`src/rtl/traffic_light_pkg.sv`:
```
`default_nettype none
// ============================================================================
// Module      : traffic_light_pkg
// Description : Phase encoding and lamp decode shared by the traffic-light block.
// Revision    : 1.0 - initial release
// ============================================================================
package traffic_light_pkg;

    localparam int PHASE_W = 3;

    typedef enum logic [PHASE_W-1:0] {
        PH_GREEN = 3'd0,
        PH_BOFF  = 3'd1,
        PH_BGRN  = 3'd2,
        PH_YEL   = 3'd3,
        PH_RED   = 3'd4,
        PH_FLASH = 3'd5
    } phase_e;

    // Returns {R,G,Y}; FLASH gives its "on" half, the FSM toggles Y itself.
    function automatic logic [2:0] lamp_of(input phase_e ph);
        logic [2:0] rgy;
        rgy = 3'b000;
        case (ph)
            PH_GREEN, PH_BGRN: rgy = 3'b010;
            PH_YEL, PH_FLASH:  rgy = 3'b001;
            PH_RED:            rgy = 3'b100;
            default:           rgy = 3'b000;
        endcase
        return rgy;
    endfunction

endpackage
`default_nettype wire

```
`src/rtl/traffic_light_if.sv`:
```
`default_nettype none
// ============================================================================
// Module      : traffic_light_if
// Description : Request inputs and lamp/phase outputs of one approach.
// Revision    : 1.0 - initial release
// ============================================================================
interface traffic_light_if;
    import traffic_light_pkg::*;

    logic               pass;
    logic               night;
    logic               R;
    logic               G;
    logic               Y;
    logic [PHASE_W-1:0] phase;

    modport master (output pass, output night, input R, input G, input Y, input phase);
    modport slave  (input pass, input night, output R, output G, output Y, output phase);

endinterface
`default_nettype wire

```
`src/rtl/tl_phase_timer.sv`:
```
`default_nettype none
// ============================================================================
// Module      : tl_phase_timer
// Description : Phase duration counter; o_done flags the last cycle of a phase.
// Revision    : 1.0 - initial release
// ============================================================================
module tl_phase_timer #(
    parameter int CNT_W = 9
) (
    input  wire logic           clk,
    input  wire logic           rst,
    input  wire logic           i_clr,
    input  wire logic [CNT_W:0] i_len,
    output logic                o_done
);

    logic [CNT_W-1:0] r_cnt;
    logic [CNT_W:0]   w_last;

    assign w_last = i_len - 1'b1;
    assign o_done = ({1'b0, r_cnt} == w_last);

    // Holding at the terminal count keeps the counter from ever wrapping.
    always_ff @(posedge clk) begin
        if (rst || i_clr) begin
            r_cnt <= '0;
        end else if (!o_done) begin
            r_cnt <= r_cnt + 1'b1;
        end
    end

endmodule
`default_nettype wire

```
`src/rtl/traffic_light_ctrl.sv`:
```
`default_nettype none
// ============================================================================
// Module      : traffic_light_ctrl
// Description : Parametrised single-approach light sequencer with pass request;
//               night flashing-yellow mode enabled by TL_NIGHT_MODE_EN.
// Revision    : 1.0 - initial release
// ============================================================================
module traffic_light_ctrl
    import traffic_light_pkg::*;
#(
    parameter int CNT_W    = 9,
    parameter int T_GREEN  = 512,
    parameter int T_BLINK  = 64,
    parameter int BLINK_N  = 2,
    parameter int T_YELLOW = 256,
    parameter int T_RED    = 512
) (
    input wire logic        clk,
    input wire logic        rst,
    traffic_light_if.slave  bus
);

    localparam int IDX_W = (BLINK_N > 1) ? $clog2(BLINK_N) : 1;
    localparam logic [CNT_W:0] c_LEN_GREEN  = (CNT_W+1)'(T_GREEN);
    localparam logic [CNT_W:0] c_LEN_BLINK  = (CNT_W+1)'(T_BLINK);
    localparam logic [CNT_W:0] c_LEN_YELLOW = (CNT_W+1)'(T_YELLOW);
    localparam logic [CNT_W:0] c_LEN_RED    = (CNT_W+1)'(T_RED);

    if (T_GREEN < 1 || T_GREEN > (1 << CNT_W) || T_BLINK < 1 || T_BLINK > (1 << CNT_W) ||
        T_YELLOW < 1 || T_YELLOW > (1 << CNT_W) || T_RED < 1 || T_RED > (1 << CNT_W) ||
        BLINK_N < 0) begin : g_param_err
        $error("traffic_light_ctrl: duration out of 1..2**CNT_W or negative BLINK_N");
    end

    phase_e           r_phase;
    logic [IDX_W-1:0] r_idx;
    logic [2:0]       r_rgy;
    logic [CNT_W:0]   w_len;
    logic             w_done;
    logic             w_clr;
    logic             w_night_req;
    logic             w_in_flash;
    logic             w_pass_take;

`ifdef TL_NIGHT_MODE_EN
    assign w_night_req = bus.night;
`else
    assign w_night_req = 1'b0 & bus.night;
`endif

    assign w_in_flash  = (r_phase == PH_FLASH);
    assign w_pass_take = bus.pass && (r_phase != PH_GREEN) && !w_in_flash;
    // Any night entry/exit, accepted pass or expiry restarts the phase timer.
    assign w_clr       = w_done || (w_night_req != w_in_flash) || w_pass_take;

    always_comb begin
        w_len = c_LEN_GREEN;
        case (r_phase)
            PH_BOFF, PH_BGRN, PH_FLASH: w_len = c_LEN_BLINK;
            PH_YEL:                     w_len = c_LEN_YELLOW;
            PH_RED:                     w_len = c_LEN_RED;
            default:                    w_len = c_LEN_GREEN;
        endcase
    end

    tl_phase_timer #(.CNT_W(CNT_W)) u_timer (
        .clk    (clk),
        .rst    (rst),
        .i_clr  (w_clr),
        .i_len  (w_len),
        .o_done (w_done)
    );

    always_ff @(posedge clk) begin
        if (rst) begin
            r_phase <= PH_GREEN;
            r_idx   <= '0;
            r_rgy   <= lamp_of(PH_GREEN);
        end else if (w_night_req && !w_in_flash) begin
            r_phase <= PH_FLASH;
            r_idx   <= '0;
            r_rgy   <= lamp_of(PH_FLASH);
        end else if (w_in_flash) begin
            if (!w_night_req) begin
                r_phase <= PH_RED;
                r_rgy   <= lamp_of(PH_RED);
            end else if (w_done) begin
                r_rgy   <= {2'b00, ~r_rgy[0]};
            end
        end else if (w_pass_take) begin
            r_phase <= PH_GREEN;
            r_idx   <= '0;
            r_rgy   <= lamp_of(PH_GREEN);
        end else if (w_done) begin
            case (r_phase)
                PH_GREEN: begin
                    if (BLINK_N > 0) begin
                        r_phase <= PH_BOFF;
                        r_rgy   <= lamp_of(PH_BOFF);
                    end else begin
                        r_phase <= PH_YEL;
                        r_rgy   <= lamp_of(PH_YEL);
                    end
                end
                PH_BOFF: begin
                    r_phase <= PH_BGRN;
                    r_rgy   <= lamp_of(PH_BGRN);
                end
                PH_BGRN: begin
                    if (int'(r_idx) < BLINK_N - 1) begin
                        r_phase <= PH_BOFF;
                        r_idx   <= r_idx + 1'b1;
                        r_rgy   <= lamp_of(PH_BOFF);
                    end else begin
                        r_phase <= PH_YEL;
                        r_idx   <= '0;
                        r_rgy   <= lamp_of(PH_YEL);
                    end
                end
                PH_YEL: begin
                    r_phase <= PH_RED;
                    r_rgy   <= lamp_of(PH_RED);
                end
                default: begin
                    r_phase <= PH_GREEN;
                    r_idx   <= '0;
                    r_rgy   <= lamp_of(PH_GREEN);
                end
            endcase
        end
    end

    assign bus.phase = r_phase;
    assign bus.R     = r_rgy[2];
    assign bus.G     = r_rgy[1];
    assign bus.Y     = r_rgy[0];

endmodule
`default_nettype wire

```
`src/flat_wrapper.sv`:
```
// flat-port wrapper written by rule: the top's interface ports become plain ports
module traffic_light_ctrl_flat import traffic_light_pkg::*;
#(
    parameter int CNT_W    = 9,
    parameter int T_GREEN  = 512,
    parameter int T_BLINK  = 64,
    parameter int BLINK_N  = 2,
    parameter int T_YELLOW = 256,
    parameter int T_RED    = 512
)
  (clk, rst, bus_pass, bus_night, bus_R, bus_G, bus_Y, bus_phase);
  traffic_light_if bus_i ();
  input wire logic clk;
  input wire logic rst;
  input wire logic [$bits(bus_i.pass)-1:0] bus_pass;
  input wire logic [$bits(bus_i.night)-1:0] bus_night;
  output wire logic [$bits(bus_i.R)-1:0] bus_R;
  output wire logic [$bits(bus_i.G)-1:0] bus_G;
  output wire logic [$bits(bus_i.Y)-1:0] bus_Y;
  output wire logic [$bits(bus_i.phase)-1:0] bus_phase;
  assign bus_i.pass = bus_pass;
  assign bus_i.night = bus_night;
  assign bus_R = bus_i.R;
  assign bus_G = bus_i.G;
  assign bus_Y = bus_i.Y;
  assign bus_phase = bus_i.phase;
  traffic_light_ctrl #(.CNT_W(CNT_W), .T_GREEN(T_GREEN), .T_BLINK(T_BLINK), .BLINK_N(BLINK_N), .T_YELLOW(T_YELLOW), .T_RED(T_RED)) u_core (.clk(clk), .rst(rst), .bus(bus_i));
endmodule
```
`config.mk`:
```
export PLATFORM = sky130hd
export DESIGN_NAME = traffic_light_ctrl_flat
export DESIGN_NICKNAME = d
export VERILOG_FILES = /design/src/rtl/traffic_light_pkg.sv /design/src/rtl/traffic_light_if.sv /design/src/rtl/tl_phase_timer.sv /design/src/rtl/traffic_light_ctrl.sv /design/src/flat_wrapper.sv
export SDC_FILE = /design/constraint.sdc
export NUM_CORES = 1
export LEC_CHECK = 0
export ABC_AREA = 1
export BUFFER_PORTS_ARGS = -buffer_cell sky130_fd_sc_hd__buf_2
export CORE_MARGIN = 4
export CORE_UTILIZATION = 62
export CTS_BUF_LIST = sky130_fd_sc_hd__clkbuf_8
export CTS_CLUSTER_DIAMETER = 100
export DETAILED_ROUTE_END_ITERATION = 16
export HOLD_SLACK_MARGIN = 0.03
export PLACE_DENSITY_LB_ADDON = 0.12
export SYNTH_ARGS = -nofsm -noshare
export SYNTH_HDL_FRONTEND = slang
export SYNTH_SLANG_ARGS = --single-unit
```
`constraint.sdc`:
```
create_clock -name clk -period 2.35 [get_ports clk]
set_input_delay 0.235 -clock clk [delete_from_list [all_inputs] [get_ports clk]]
set_output_delay 0.235 -clock clk [all_outputs]
set_load 0.1 [all_outputs]
```
* After elaboration in Yosys (flattened, before gate mapping)
Cells that the tools add are included.
** Word-level totals
- Register bits :: 16
- Bits in latches :: 0
- Bits in writable memories :: 0
- Memory bits (read-only) :: 0
- Input port bits :: 4
- Output and inout bits :: 6
- Logic and storage cells :: 46
- Memories :: 0
** Cells by class
- $add $sub $neg :: 3
- $mul :: 0
- Divide/modulo/power cells :: 0
- Magnitude comparators :: 1
- Equality and inequality tests :: 6
- Shift-type cells :: 0
- Multiplexer cells :: 15
- Bitwise operators :: 1
- Reductions and logical operators :: 14
** Operators by type and width (number)
- case mux 10 bit (2 select lines) :: 1
- two-way mux 3 bit :: 6
- case mux 3 bit (4 select lines) :: 1
- equality test 9 x 10 -> 1 bit :: 1
- subtractor 10 x 1 -> 10 bit, second input constant :: 1
- adder 9 x 1 -> 9 bit, second input constant :: 1
- case mux 3 bit (3 select lines) :: 1
- OR reduction 3 bit :: 3
- equality test 3 x 2 -> 1 bit, second input constant :: 2
- nonzero test 3 bit :: 2
- two-way mux 1 bit :: 4
- equality test 3 x 1 -> 1 bit, second input constant :: 1
- equality test 3 bit, second input constant :: 1
- zero test 3 bit :: 1
- logical OR 1 bit :: 3
- AND reduction 3 bit :: 1
- logical AND 1 bit :: 2
- two-way mux 2 bit :: 1
- != test 2 x 1 -> 1 bit, second input constant :: 1
- case mux 1 bit (2 select lines) :: 1
- nonzero test 2 bit :: 1
- adder 1 bit, second input constant :: 1
- zero test 1 bit :: 1
- less-than comparator 1 bit, second input constant :: 1
- NOT 1 bit :: 1

* Logic depth before layout (Yosys ltp)
- Word-level depth :: 8
- Depth in mapped cells :: 10
- Mapped depth without buffers :: 10

* By module
A second synthesis with hierarchy kept.
** Second synthesis, totals
- Cell total of the unflattened synthesis :: 212
- Area total of the unflattened synthesis :: 1408.9 sq um
** By module, submodules not included
- tl_phase_timer :: instances 1, cells an instance 150, area an instance 1019.7 sq um, sequential area each 180.2 sq um
- traffic_light_ctrl :: instances 1, cells an instance 62, area an instance 389.1 sq um, sequential area each 120.1 sq um

* Worst setup path before layout
Ideal clock, no wire load.
- Path type :: register -> register
- From :: register u_core.r_phase[0], in the netlist u_core.bus.phase[0]
- To :: register u_core.r_phase[1], in the netlist u_core.bus.phase[1]
- Setup time :: 0.068 ns
- Arrival :: 1.962 ns
- Required time :: 2.282 ns
- Setup slack :: 0.320 ns
- Cell stages (with the launch flop) :: 11
- Path buffers :: 0
- Period minus slack after synthesis :: 2.030 ns
- Cell sequence :: dfxtp_1 -> inv_1 -> nor2_2 -> nand2_2 -> nand3_2 -> nand2_1 -> inv_2 -> nand2_1 -> inv_2 -> nand2_4 -> o21ai_2
** On the way
- Word-level cells in the longest chain between the ends :: 5
- Elaborated cells on any way between the ends :: 15
- Classes of those cells :: 1 x add/sub; 5 x eq/ne; 2 x mux; 7 x reduce/logical
** RTL lines
- start: declaration :: RTL line traffic_light_ctrl.sv:35 : phase_e r_phase;
- start signal: assignment :: RTL line traffic_light_ctrl.sv:76 : r_phase <= PH_GREEN;
- start signal: assignment :: RTL line traffic_light_ctrl.sv:80 : r_phase <= PH_FLASH;
- start signal: assignment :: RTL line traffic_light_ctrl.sv:85 : r_phase <= PH_RED;
- equality test 3 x 1 -> 1 bit, or another cell as far along :: RTL line traffic_light_ctrl.sv:58, traffic_light_ctrl.sv:95
- OR reduction 3 bit :: RTL line traffic_light_ctrl.sv:58 : case (r_phase)
- case mux 10 bit (2 select lines) :: RTL line traffic_light_ctrl.sv:58
- subtractor 10 x 1 -> 10 bit :: RTL line tl_phase_timer.sv:20 : assign w_last = i_len - 1'b1;
- equality test 9 x 10 -> 1 bit :: RTL line tl_phase_timer.sv:21 : assign o_done = ({1'b0, r_cnt} == w_last);
Parallel ways exist; a longest one is shown, timed or not.
A chain may end at the register's enable or synchronous reset.

* Worst setup path in the final report
- From :: register u_core.u_timer.r_cnt[0]
- To :: register u_core.r_rgy[1]
** On the way
- Word-level cells in the longest chain between the ends :: 2
** RTL lines
- start: declaration :: RTL line tl_phase_timer.sv:17 : logic [CNT_W-1:0] r_cnt;
- start signal: assignment :: RTL line tl_phase_timer.sv:28 : r_cnt <= r_cnt + 1'b1;
- equality test 9 x 10 -> 1 bit :: RTL line tl_phase_timer.sv:21
- nonzero test 3 bit (no line)
- end signal: assignment :: RTL line traffic_light_ctrl.sv:78 : r_rgy <= lamp_of(PH_GREEN);
- end signal: assignment :: RTL line traffic_light_ctrl.sv:82 : r_rgy <= lamp_of(PH_FLASH);
- end signal: assignment :: RTL line traffic_light_ctrl.sv:86 : r_rgy <= lamp_of(PH_RED);
- end: declaration :: RTL line traffic_light_ctrl.sv:37 : logic [2:0] r_rgy;
No other way between the ends.

==> metrics.md <==
| Metric | Value |
|---|---|
| First-pass GRT wire length | 2.36 mm |
| Syn_nets | 117 |
| Hold-fix buffers, CTS | 0 |
| Clk pwr share | between 40 and 50% |
| Area of the multi-input gates | 410 um2 |
| Crit path buffers/inverters | 1 |
| CP Launch Type | register |
| Logic pwr share | 3.4% |
| Reg clk slew, reported paths | approximately 60 ps |
| Internal | between 0.4 and 0.5 mW |
| Synth Register Bits | 16 |
| YS warnings | 0 |
| Fin crit period | approximately 1600 ps |
| Register Area | ~320 um2 |
| CTS tree | yes |
| P&R area growth vs syn | 12.5% |
| Power Density | 592 nW/um2 |
| Hold crit path type | primary input to register |
| Max Root-Sink Buffers | 2 |
| Synth Cell Area | just over 800 um2 |
| Routed WL per cell | 10.4 um |
| Seq pwr share | 51.6% |
| I/O Pins | 10 |
| Core footprint | 1170 um2 |
| DRC Markers | 0 |
| Worst vdd ir | 0.000421 V |
| Area of the die | around 1900 um2 |
| Synth unique cells | 23 |
| Fmax | 630 MHz |
| Via density | 5.17 |
| Most used cell, CP | nand3_1 |
| Latest clock arrival within the worst-skew pair | 250 ps |
| Dpl hpwl | around 1.1 mm |
| Starting Density | 69.1% |
| Antenna Nets Post-Route | 0 |
| RSZ-0062 raised after global routing | false |
| DRT iter0 DRCs | 15 |
| Initial antenna violation count | 0 |
| CTS root buffer | clkbuf_8 |
| P_sw | roughly 0.11 mW |
| Die H | approximately 44 um |
| DR vias | 708 |
| Placed insts | 133 |
| Rows | 12 |
| Finished Layout Cells | around 140 |
| Total power draw | 0.539 mW |
| Synthesized area per cell | 7.23 um2 |
| Switching share of total power | between 20% and 30% |
| Period utilization | 67.5% |
| Routed wire length | approximately 1.4 mm |
| P_leak | 0.443 nW |
| Die extent in x | around 44 um |
| Post-CTS Resized | 0 |
| Final #Nets | 129 |
| Final setup fails | 0 |
| Cts bufs inserted | 3 |
| Vias in the first global route | 575 |
| Setup TNS | 0 ps |
| DRT Pass-1 Iters | 4 |
| Antenna fix cells | 0 |
| Syn Inst Count | approximately 110 |
| Fillers | 84 |
| Crit path cell chain | ha_1 > nand2_1 > inv_1 > nand4_1 > nor2_4 > nand2_4 > nor2_1 > nand3_1 > nand3_1 |
| Slew Limit Fails | 0 |
| Rel. slew slack | about two thirds |
| Max incr delay on CP | 350 ps |
| Register area share after synthesis | 39.6% |
| Critical path peak fanout | 7 |
| Gpl congestion | about 0.85 |
| WS Path Type | register to register |
| PortBufs | 8 |
| # clock sinks | 16 |
| Hold Vio Cnt, Final | 0 |
| Cell family with most CP delay | simple AND/OR/NAND/NOR gates |
| Total grt overflow | 0 |
| DP Area | approximately 860 um2 |
| Critical Path End Type | register |
| Largest net degree at the start of global routing | 11 |
| Layout cells sized above 1 | 21.1% |
| Slowest cell on the critical path | dfxtp_1 |
| Crit path DAT | 1780 ps |
| Worst Max-Slew Pin Slew | 486 ps |
| Max Clock Skew | 2.06 ps |
| Post-route cell area | 911 um2 |
| Outcome | finished clean |
| CTS HTree Levels | 1 |
| WP data required | about 2600 ps |
| Max Cap Viol | 0 |
| Total track usage | between 10% and 20% |
| Setup bufs post-CTS | 0 |
==> path summary, 6_finish.rpt <==
kind	from	to	slack, ps	cells past startpoint
worst max-delay path	u_core.u_timer.r_cnt[0]	u_core.r_rgy[1]	760	9
worst min-delay path	rst	u_core.bus.phase[2]	160	2
worst max register to register	u_core.u_timer.r_cnt[0]	u_core.r_rgy[1]	760	9
worst min register to register	u_core.u_timer.r_cnt[0]	u_core.u_timer.r_cnt[0]	440	1
==> routing by layer <==
layer,GRT usage (%),part of all wire (%)
met3,3.66,6.4
met5,0,0
met2,23.0,41
met4,10.8,2.8
met1,23.0,50
==> layout make-up <==
cell class,instances,area share [%]
multi-input cells,77,45.1
flip-flops and latches,16,35.2
inverters,18,7.42
clock buffers,4,6.04
repair buffers,8,4.40
well taps,14,1.92
==> sequential cells by signal, summed over array words and instances (netlist names) <==
signal / cells
u_core.r_idx: 1
u_core.bus.phase: 3
u_core.u_timer.r_cnt: 9
u_core.r_rgy: 3
==> power groups by stage <==
stage          registers (mW)  clock network [mW]  logic, mW
6_report                0.278               0.243     0.0183
4_1_cts                 0.278               0.246     0.0187
3_5_place_dp            0.284                   0     0.0185
5_1_grt                 0.279               0.263     0.0213
2_1_floorplan           0.284                   0     0.0129
3_3_place_gp            0.284                   0     0.0171
==> cell usage in the layout (no fill, tap or decap), types with 3 or more instances in the layout <==
cell type,synthesis,layout
a21oi_1,6,6
nand2_1,21,21
nand3_1,12,12
inv_2,3,3
o21ai_0,3,3
dfxtp_1,16,16
clkbuf_8,0,4
inv_1,15,15
nor2_1,15,15
buf_2,0,8
xor2_1,3,3
==> worst reg2reg max path, delay by kind of cell, from the launching register on <==
| family | cells | cell delay (ps) |
|---|---|---|
| flops | 1 | 350 |
| buf+inv | 1 | 90 |
| simple gates | 7 | 920 |
| fa+ha+maj | 1 | 170 |
==> cell families (layout without fill, tap and decap cells) <==
family	Yosys count	after routing	share of synthesized area (%)
adder cells (fa/ha/maj)	1	1	1.55
XOR/XNOR	4	4	4.33
buffers and inverters	19	30	9.74
flip-flops	16	16	39.6
AND/OR/NAND/NOR	60	60	36.0
AO/OA/AOI/OAI	12	12	8.81
==> synthesized netlist by cell type (all sizes together) <==
cell type,count,area share [%]
nand2,25,14
inv,18,8.3
nor2,17,9.1
dfxtp,16,40
nand3,13,8.7
a21oi,8,5.9
o21ai,4,2.9
xor2,3,3.2
nand4,2,1.5
nor3,2,1.9
buf,1,1.4
ha,1,1.5
nor4,1,0.77
xnor2,1,1.1
==> per-stage QoR <==
stage	util (%)	hold WS (ps)	setup slack, ps
CTS	77.8	162	756
global route	77.8	175	582
global placement	73.1	421	781
finish	77.8	162	764
detailed placement	73.1	426	774
floorplan	-	304	320
Note: power is estimated with default switching activity, not from simulation.
